[src/rtl/spi_telemetry_slave.sv]
// SPI mode-0 slave exposing an auto-incrementing byte map: coherent telemetry snapshots on
// read, and a control bank that is committed atomically when a write frame ends cleanly.
module spi_telemetry_slave #(
  parameter int unsigned NUM_CHANNELS = 16,
  parameter int unsigned WORD_BYTES   = 4,
  parameter int unsigned NUM_CTRL     = 4,
  parameter logic [7:0]  STATUS_ID    = 8'hA5
) (
  input  logic                                 SPI_TELEM_CLOCK_50,
  input  logic                                 SPI_TELEM_RESET_InLow,
  input  logic                                 SPI_TELEM_SS_InLow,
  input  logic                                 SPI_TELEM_SCK_In,
  input  logic                                 SPI_TELEM_MOSI_In,
  input  logic [NUM_CHANNELS*WORD_BYTES*8-1:0] SPI_TELEM_CHAN_InBus,
  output logic                                 SPI_TELEM_MISO_Out,
  output logic [NUM_CTRL*8-1:0]                SPI_TELEM_CTRL_OutBus,
  output logic                                 SPI_TELEM_CTRLUPDATE_Out,
  output logic                                 SPI_TELEM_FRAMEERR_Out,
  output logic                                 SPI_TELEM_BUSY_Out
);

  localparam int unsigned MapBytes = NUM_CHANNELS * WORD_BYTES;
  localparam int unsigned ChanBits = MapBytes * 8;

  typedef enum logic [2:0] {StIdle, StCmd, StRd, StWr, StEnd} state_e;

  state_e                state_q, state_d;
  logic [2:0]            ss_q, sck_q;
  logic [1:0]            mosi_q;
  logic [2:0]            bit_cnt_q, bit_cnt_d;
  logic [6:0]            rx_q, rx_d;
  logic [7:0]            tx_q, tx_d;
  logic                  miso_q, miso_d;
  logic [7:0]            addr_q, addr_d;
  logic                  oob_q, oob_d;
  logic                  err_q, err_d;
  logic                  seen_q, seen_d;
  logic [ChanBits-1:0]   shadow_q, shadow_d;
  logic [NUM_CTRL*8-1:0] pend_q, pend_d;
  logic [NUM_CTRL*8-1:0] ctrl_q, ctrl_d;
  logic                  upd_q, upd_d;
  logic                  ferr_q, ferr_d;

  logic       ss, ss_rise, sck_rise, sck_fall, byte_done;
  logic [7:0] rx_byte, next_addr;

  // Byte index b = k*WORD_BYTES + j maps to channel k, byte j counted from the MSByte.
  function automatic logic [7:0] byte_of(input logic [ChanBits-1:0] bus, input logic [7:0] idx);
    int unsigned b, j;
    b = 32'(idx);
    j = b % WORD_BYTES;
    return bus[(b - j + WORD_BYTES - 1 - j) * 8 +: 8];
  endfunction

  assign ss        = ss_q[1];
  assign ss_rise   = ss_q[1] & ~ss_q[2];
  assign sck_rise  = sck_q[1] & ~sck_q[2];
  assign sck_fall  = ~sck_q[1] & sck_q[2];
  assign rx_byte   = {rx_q, mosi_q[1]};
  assign byte_done = sck_rise && (bit_cnt_q == 3'd7);
  assign next_addr = (addr_q == 8'(MapBytes - 1)) ? 8'd0 : addr_q + 8'd1;

  always_ff @(posedge SPI_TELEM_CLOCK_50 or negedge SPI_TELEM_RESET_InLow) begin
    if (!SPI_TELEM_RESET_InLow) begin
      ss_q      <= 3'b111;
      sck_q     <= 3'b000;
      mosi_q    <= 2'b00;
      state_q   <= StIdle;
      bit_cnt_q <= '0;
      rx_q      <= '0;
      tx_q      <= '0;
      miso_q    <= 1'b0;
      addr_q    <= '0;
      oob_q     <= 1'b0;
      err_q     <= 1'b0;
      seen_q    <= 1'b0;
      shadow_q  <= '0;
      pend_q    <= '0;
      ctrl_q    <= '0;
      upd_q     <= 1'b0;
      ferr_q    <= 1'b0;
    end else begin
      ss_q      <= {ss_q[1:0], SPI_TELEM_SS_InLow};
      sck_q     <= {sck_q[1:0], SPI_TELEM_SCK_In};
      mosi_q    <= {mosi_q[0], SPI_TELEM_MOSI_In};
      state_q   <= state_d;
      bit_cnt_q <= bit_cnt_d;
      rx_q      <= rx_d;
      tx_q      <= tx_d;
      miso_q    <= miso_d;
      addr_q    <= addr_d;
      oob_q     <= oob_d;
      err_q     <= err_d;
      seen_q    <= seen_d;
      shadow_q  <= shadow_d;
      pend_q    <= pend_d;
      ctrl_q    <= ctrl_d;
      upd_q     <= upd_d;
      ferr_q    <= ferr_d;
    end
  end

  always_comb begin
    state_d   = state_q;
    bit_cnt_d = bit_cnt_q;
    rx_d      = rx_q;
    tx_d      = tx_q;
    miso_d    = miso_q;
    addr_d    = addr_q;
    oob_d     = oob_q;
    err_d     = err_q;
    seen_d    = seen_q;
    shadow_d  = shadow_q;
    pend_d    = pend_q;
    ctrl_d    = ctrl_q;
    upd_d     = 1'b0;
    ferr_d    = ferr_q;

    unique case (state_q)
      StIdle: begin
        // Level-triggered so a select that fell during END still opens a frame.
        if (!ss) begin
          state_d   = StCmd;
          bit_cnt_d = '0;
          tx_d      = STATUS_ID;
          miso_d    = STATUS_ID[7];
          pend_d    = ctrl_q;
          err_d     = 1'b0;
          seen_d    = 1'b0;
          oob_d     = 1'b0;
        end
      end
      StCmd, StRd, StWr: begin
        if (ss_rise) begin
          state_d = StEnd;
          if (state_q == StWr) begin
            if (bit_cnt_q != 3'd0) begin
              ferr_d = 1'b1;
            end else begin
              ferr_d = err_q;
              if (seen_q) begin
                ctrl_d = pend_q;
                upd_d  = 1'b1;
              end
            end
          end else if (state_q == StRd) begin
            ferr_d = err_q;
          end else begin
            ferr_d = 1'b0;
          end
        end else begin
          if (sck_rise) begin
            bit_cnt_d = bit_cnt_q + 3'd1;
            rx_d      = rx_byte[6:0];
            tx_d      = {tx_q[6:0], 1'b0};
          end
          if (sck_fall) begin
            miso_d = tx_q[7];
          end
          if (byte_done) begin
            if (state_q == StCmd) begin
              addr_d = {1'b0, rx_byte[6:0]};
              if (rx_byte[7]) begin
                state_d  = StRd;
                shadow_d = SPI_TELEM_CHAN_InBus;
                if (32'({1'b0, rx_byte[6:0]}) >= MapBytes) begin
                  oob_d = 1'b1;
                  err_d = 1'b1;
                  tx_d  = 8'h00;
                end else begin
                  tx_d = byte_of(SPI_TELEM_CHAN_InBus, {1'b0, rx_byte[6:0]});
                end
              end else begin
                state_d = StWr;
                tx_d    = 8'h00;
              end
            end else if (state_q == StRd) begin
              addr_d = next_addr;
              tx_d   = oob_q ? 8'h00 : byte_of(shadow_q, next_addr);
            end else begin
              seen_d = 1'b1;
              if (32'(addr_q) >= NUM_CTRL) begin
                err_d = 1'b1;
              end
              for (int unsigned r = 0; r < NUM_CTRL; r++) begin
                if (32'(addr_q) == r) begin
                  pend_d[r*8 +: 8] = rx_byte;
                end
              end
              // Saturate rather than wrap so late bytes can never alias register 0.
              if (addr_q != 8'hFF) begin
                addr_d = addr_q + 8'd1;
              end
            end
          end
        end
      end
      StEnd: begin
        state_d = StIdle;
      end
      default: begin
        state_d = StIdle;
      end
    endcase
  end

  assign SPI_TELEM_MISO_Out = (!ss && (state_q == StCmd || state_q == StRd || state_q == StWr))
                              ? miso_q : 1'b0;
  assign SPI_TELEM_CTRL_OutBus    = ctrl_q;
  assign SPI_TELEM_CTRLUPDATE_Out = upd_q;
  assign SPI_TELEM_FRAMEERR_Out   = ferr_q;
  assign SPI_TELEM_BUSY_Out       = !ss && (state_q != StIdle);

endmodule

[config.mk]
export PLATFORM = sky130hd
export DESIGN_NAME = spi_telemetry_slave
export DESIGN_NICKNAME = d
export VERILOG_FILES = /design/src/rtl/spi_telemetry_slave.sv
export SDC_FILE = /design/constraint.sdc
export NUM_CORES = 1
export LEC_CHECK = 0
export BUFFER_PORTS_ARGS = -buffer_cell sky130_fd_sc_hd__buf_2
export CAP_MARGIN = 10
export CELL_PAD_IN_SITES_DETAIL_PLACEMENT = 2
export CELL_PAD_IN_SITES_GLOBAL_PLACEMENT = 2
export CORE_AREA = 2 2 297 299
export DETAILED_ROUTE_END_ITERATION = 10
export DIE_AREA = 0 0 299 301
export GPL_TIMING_DRIVEN = 0
export PLACE_DENSITY_LB_ADDON = 0.25
export SYNTH_ARGS = -nofsm -noshare
export SYNTH_HDL_FRONTEND = slang
export SYNTH_SLANG_ARGS = --single-unit
export TNS_END_PERCENT = 10
[constraint.sdc]
create_clock -name SPI_TELEM_CLOCK_50 -period 5.2 [get_ports SPI_TELEM_CLOCK_50]
set_input_delay 1.04 -clock SPI_TELEM_CLOCK_50 [delete_from_list [all_inputs] [get_ports SPI_TELEM_CLOCK_50]]
set_output_delay 1.04 -clock SPI_TELEM_CLOCK_50 [all_outputs]
set_load 0.005 [all_outputs]
==> results of run 1 <==
[path summary, 6_finish.rpt]
path                                       to  slack [ps]  cells after the start                  start
worst min register to register        ss_q[1]         360                      0                ss_q[0]
worst min-delay path                  ss_q[1]         360                      0                ss_q[0]
worst max-delay path                  tx_q[4]        -250                     15              addr_q[0]
max in group asynchronous       shadow_q[244]        3070                      3  SPI_TELEM_RESET_InLow
min in group asynchronous       shadow_q[467]         380                      1  SPI_TELEM_RESET_InLow
worst max register to register        tx_q[4]        -250                     15              addr_q[0]
[placed cells by master (no fill, tap or decap), drive strengths merged, types with 9 or more instances in the layout]
master,instances
o211ai,18
nor4,9
o21ai,60
a2111oi,9
nand2b,13
a221oi,21
ha,15
mux2,569
dfrtp,616
nor2b,16
a22oi,21
o221ai,30
and3,15
a31oi,34
a21oi,152
nand2,142
clkbuf,172
o22ai,12
a211oi,23
inv,24
nand4,10
nor3,24
and2,20
clkinv,14
mux2i,86
nor2,110
a221o,10
mux4,176
buf,719
nand3,43
[routing by layer]
| metal | vias to the layer above | global-route usage, % | routed length (µm) |
|---|---|---|---|
| met5 | - | 0 | 69 |
| met4 | 10 | 31.5 | 17300 |
| met3 | 765 | 12.5 | 20700 |
| met2 | 2388 | 68.2 | 91000 |
| met1 | 16100 | 52.6 | 72000 |
| li1 | 11200 | - | - |
[power breakdown]
part / total [mW] / internal (mW) / switching (mW)
clock: 5.43 / 3.04 / 2.39
combinational: 4.59 / 1.45 / 3.14
sequential: 5.13 / 5.00 / 0.136
total: 15.2 / 9.49 / 5.67
[worst register-to-register path, stage by stage, from the launching register on]
cell      delay (ps)
dfrtp_1          460
clkbuf_8         230
inv_1            120
buf_4            280
clkbuf_4         330
clkbuf_8         350
ha_1             330
clkbuf_4         280
o21ai_0          310
buf_6            340
buf_4            370
buf_2            410
a31oi_1          300
a211oi_1         320
nand4b_1         530
a211oi_1         370
[what timing repair did]
action / in CTS / in global routing
cloned: 0 / 0
setup buffers: 2 / 1
hold buffers: 0 / 0
pin swaps: 2 / 1
gates resized for setup: 51 / 15
setup endpoints to repair: 9 / 7
[stage by stage]
stage	worst slack, ps	power, mW
after CTS	-20.0	14.9
after floorplan	1520	7.14
after global routing	-33.1	15.3
final	-254	15.2
after global placement	-10050	9.28
after detailed placement	-1910	9.45
[logic make-up (layout without fill, tap and decap cells)]
family,after synthesis,in the layout
AND/OR/NAND/NOR,428,428
AO/OA/AOI/OAI,466,466
buffers and inverters,228,933
other,0,3
XOR/XNOR,8,8
adder cells (fa/ha/maj),15,15
flip-flops,619,619
multiplexers,831,831
[cell type report]
type                            count  area, µm²
Antenna cell                        3       7.51
Buffer                            210       1400
Clock buffer                      111       2150
Clock inverter                     24        268
Fill cell                        8584      45600
Inverter                           18       72.6
Multi-Input combinational cell   1748      17000
Sequential cell                   619      15500
Tap cell                         1155       1450
Timing Repair Buffer              570       3060
[sequential cells by signal, summed over array words and instances (netlist names), 2 cells and up]
register               cells
state_q                    3
bit_cnt_q                  3
addr_q                     8
shadow_q                 512
pend_q                    32
ss_q                       3
mosi_q                     2
SPI_TELEM_CTRL_OutBus     32
rx_q                       7
sck_q                      3
tx_q                       8
[Yosys cell counts (41+ instances only)]
cell type / n / area (µm²)
a21oi_1: 150 / 751
buf_2: 69 / 345
buf_4: 51 / 383
clkbuf_1: 54 / 203
dfrtp_1: 616 / 15400
mux2_2: 569 / 6410
mux2i_1: 86 / 861
mux4_2: 167 / 3760
nand2_1: 141 / 529
nand3_1: 41 / 205
nor2_1: 108 / 405
o21ai_0: 58 / 290
==> metrics.txt, run 1 <==
PwrDens 371 nW/µm²; asr flop ratio synth 100%; DP Cell Count 4316; # rows 108; status finished with violations; total negative slack -655 ps; die height 301 µm; die area 90000 µm²; Residual DRC 0; Hold/Removal Path Class reg2reg; crit path launch type register; end-of-flow core utilization 47.2%; multiplexer share of the synthesized area 33.4%; Wirelength per Cell 45.1 µm; Port Buffer Count 552; design area 40900 µm²; Main synth FF type dfrtp_1; Cells after Synth 2595; core area 86500 µm²; Layout Cells excl Fill 4458; level count of the clock H-tree 3; CP max-delay cell nand4b_1; Crit path required time 5760 ps; initial antenna violation count 16; cells along the critical path clkbuf_8 -> inv_1 -> buf_4 -> clkbuf_4 -> clkbuf_8 -> ha_1 -> clkbuf_4 -> o21ai_0 -> buf_6 -> buf_4 -> buf_2 -> a31oi_1 -> a211oi_1 -> nand4b_1 -> a211oi_1; Iter 0 DRT Violations 3884; Initial Utilization 39.0%; final setup margin -254 ps; clk_lat worst skew 680 ps; max-capacitance violation count 1; Leakage 19.0 nW; Max stage delay on crit path 530 ps; CTS tree built; Seq/Total Area, Yosys 46.0%; Yosys Warn Count 0; Overall Global Routing Usage 44.0%; post-route ant nets 0; Slew Viols, Final 11; Area after DPL 38200 µm²; routability cong. 1.01; critical setup path kind reg2reg; global-route wire length before repair 270000 µm; Mapped Area 33700 µm²; Relative slew margins -0.763%; Sink Count 619; Final Cycle Share 105%; total gr overflow 0; Synth Area in Compound Gates 9.41%; DRT Wirelength 201000 µm; proportion of layout cells with a drive suffix above 1 49.9%; Avg Vias per Cell 6.83; Via Count 30400; Nets 3775; synth-to-layout area growth 21.3%; Fmax 0.183 GHz; post-synthesis average cell area 13.0 µm²; CP Max Fanout 11; Syn Nets 3127; failing checks max-capacitance violations, max-slew violations, negative setup slack; Initial DRT Pass Iterations 5; Cell variety after synth 97; number of flops mapped to enable cells by yosys 0; Die Width 299 µm; Tmin final 5450 ps; xor/xnor cell area share of the yosys netlist 0.308%; Post-Synth Simple-Gate Area 6.15%; post-detail-place hpwl 149000 µm; worst slew pin tran 1510 ps; CTS Buffer Depth 3; Worst VDD drop 243 µV; crit path capture type register; I/O pins 553; adder-cell area share of the yosys netlist 0.557%; Hold Fails Final Rpt 0; CTS root buf clkbuf_16; Bufs and invs on worst path 9; post-synthesis register bit count 619; WHS 357 ps; crit path DAT 6020 ps; unrepaired setup endpoints after global routing true; main combinational cell family by area after synthesis multiplexers; vias in the first global route 32700; top cell family by delay on the critical path buffers and inverters; Worst-path clk slew 70 ps; Num CTS Buffers 76; Final Setup Violations 5; largest net degree at the start of global routing 118; Fin Clk Skew 35.6 ps
Note: power is estimated with default switching activity, not from simulation.
==> run 2, diff against run 1 <==
--- a/config.mk
+++ b/config.mk
@@ -14,6 +14,7 @@
 export DIE_AREA = 0 0 299 301
 export GPL_TIMING_DRIVEN = 0
 export PLACE_DENSITY_LB_ADDON = 0.25
+export RECOVER_POWER = 50
 export SYNTH_ARGS = -nofsm -noshare
 export SYNTH_HDL_FRONTEND = slang
 export SYNTH_SLANG_ARGS = --single-unit
==> metrics.txt, run 2 (synthesis gave the netlist of run 1 again) <==
Worst-path clk slew 70 ps (about the same); Wirelength per Cell 45.1 µm (about the same); proportion of layout cells with a drive suffix above 1 49.1% (-0.76 points); Residual DRC 0 (unchanged); Tmin final 5440 ps (-17.1 ps); PwrDens 371 nW/µm² (+0.12%); total gr overflow 0 (unchanged); DRT Wirelength 201000 µm (about the same); commonest non-fill, non-tap cells in the layout 616 x dfrtp_1, 594 x buf_2, 569 x mux2_2; final setup margin -237 ps (+17.1 ps); Iter 0 DRT Violations 3848 (-0.93%); Port Buffer Count 552 (unchanged); Bufs and invs on worst path 9 (unchanged); WHS 359 ps (+1.75 ps); failing checks max-capacitance violations, max-slew violations, negative setup slack; Die Width 299 µm (unchanged); die area 90000 µm² (unchanged); core area 86500 µm² (unchanged); Filler Cell Count 8598 (+0.16%); CTS Buffer Depth 3 (unchanged); sequential standard cell area 15500 µm² (unchanged); Fmax 0.184 GHz (+0.32%); largest net degree at the start of global routing 118 (unchanged); Worst VDD drop 242 µV (-0.56%); crit path DAT 6000 ps (-20 ps); Via Count 30400 (-0.12%); die height 301 µm (unchanged); max-capacitance violation count 2 (+1); CTS root buf clkbuf_16; Sink Count 619 (unchanged); Max stage delay on crit path 510 ps (-20 ps); Leakage 18.9 nW (-0.64%); most common cell after layout, fill and taps aside dfrtp_1; crit path capture type register; post-route ant nets 0 (unchanged); Final Setup Violations 6 (+1); clk_lat worst skew 680 ps (about the same); Final Cycle Share 105% (-0.33 points); critical setup path kind reg2reg; Overall Global Routing Usage 44.0% (unchanged); post-detail-place hpwl 149000 µm (unchanged); status finished with violations; routability cong. 1.01 (unchanged); Design Power 15.2 mW (about the same); footprint of the multi-input gates 17000 µm² (unchanged); Num CTS Buffers 76 (unchanged); cells along the critical path clkbuf_8 -> inv_1 -> buf_4 -> clkbuf_4 -> clkbuf_8 -> ha_1 -> clkbuf_4 -> o21ai_0 -> buf_6 -> buf_4 -> buf_2 -> a31oi_1 -> a211oi_1 -> nand4b_1 -> a211oi_1; number of cells on the worst hold path 0 (unchanged); CTS tree built; Crit. path cell count 15 (unchanged); synth-to-layout area growth 21.1%; top cell family by delay on the critical path buffers and inverters; I/O pins 553 (unchanged); Hold Fails Final Rpt 0 (unchanged); Biggest register shadow_q; CP max-delay cell nand4b_1; vias in the first global route 32700 (unchanged); Largest register FFs 512 (unchanged); Fin Clk Skew 39.0 ps (+3.36 ps); level count of the clock H-tree 3 (unchanged); Crit path required time 5760 ps (about the same); global-route wire length before repair 270000 µm (unchanged); Slew Viols, Final 86 (+75); worst slew pin tran 4130 ps (+2610 ps); crit path launch type register; Initial DRT Pass Iterations 6 (+1); initial antenna violation count 16 (unchanged); # rows 108 (unchanged); Initial Utilization 39.0% (unchanged); Nets 3775 (unchanged); CP Max Fanout 11 (unchanged); unrepaired setup endpoints after global routing true; Avg Vias per Cell 6.82 (-0.17%); Hold/Removal Path Class reg2reg; Worst Reg-to-Reg Cells 15 (unchanged); CTS Hold Bufs 0 (unchanged); Relative slew margins -175% (-170 points)
-- run 2: cell count changes in the layout (fill, tap and decap cells not counted) --
cell and delta:
clkbuf_1 +23, buf_16 -3, buf_12 +1, buf_6 +1
dfstp_2 -1, dfstp_1 +1, buf_2 -23, clkdlybuf4s25_1 +1
diode_2 +2
-- run 2: what timing repair did --
| item | in CTS | in global routing |
|---|---|---|
| gates cloned | 0 | 0 |
| pin swaps | 2 | 1 |
| setup buffers | 2 | 1 |
| endpoints found under the setup margin | 9 | 7 |
| resized for setup | 51 | 15 |
-- run 2: final cells by class --
cell class / instances / area share (%)
multi-input combinational: 1748 / 41.6
clock inverter: 24 / 0.656
inverter: 18 / 0.178
clock buffer: 111 / 5.28
timing repair buffer: 570 / 7.33
sequential: 619 / 38.0
buffer: 210 / 3.42
tap: 1155 / 3.54
antenna: 5 / 0.0307
-- run 2: report_power, final --
group	switching (mW)	internal (mW)
clock network	2.39	3.04
logic	3.14	1.45
registers	0.136	5.00
-- run 2: final timing paths --
check,start,end,slack (ps)
worst max-delay path,addr_q[0],tx_q[4],-240
worst min-delay path,mosi_q[0],mosi_q[1],360
worst max register to register,addr_q[0],tx_q[4],-240
worst min register to register,mosi_q[0],mosi_q[1],360
max in group asynchronous,SPI_TELEM_RESET_InLow,shadow_q[244],540
min in group asynchronous,SPI_TELEM_RESET_InLow,shadow_q[467],2070
-- run 2: through the flow --
stage               area [µm²]  worst slack (ps)  utilization, %  setup TNS, ps  cells
floorplan                33700              1520               -              0   2595
global route             40800             -33.1            47.2           -251   4456
global placement         37900            -10050            43.8       -6163320   4302
finish                   40800              -237            47.2           -752   4460
CTS                      40800             -20.0            47.1          -20.0   4453
detailed placement       38200             -1910            44.1         -12930   4316
-- run 2: routing by layer --
layer  vias up  global-route usage (%)  wire length (µm)
met5         -                       0                51
met4         8                    31.5             17300
met3       775                    12.5             20300
met2      2352                    68.2             91000
met1     16000                    52.6             72400
li1      11200                       -                 -
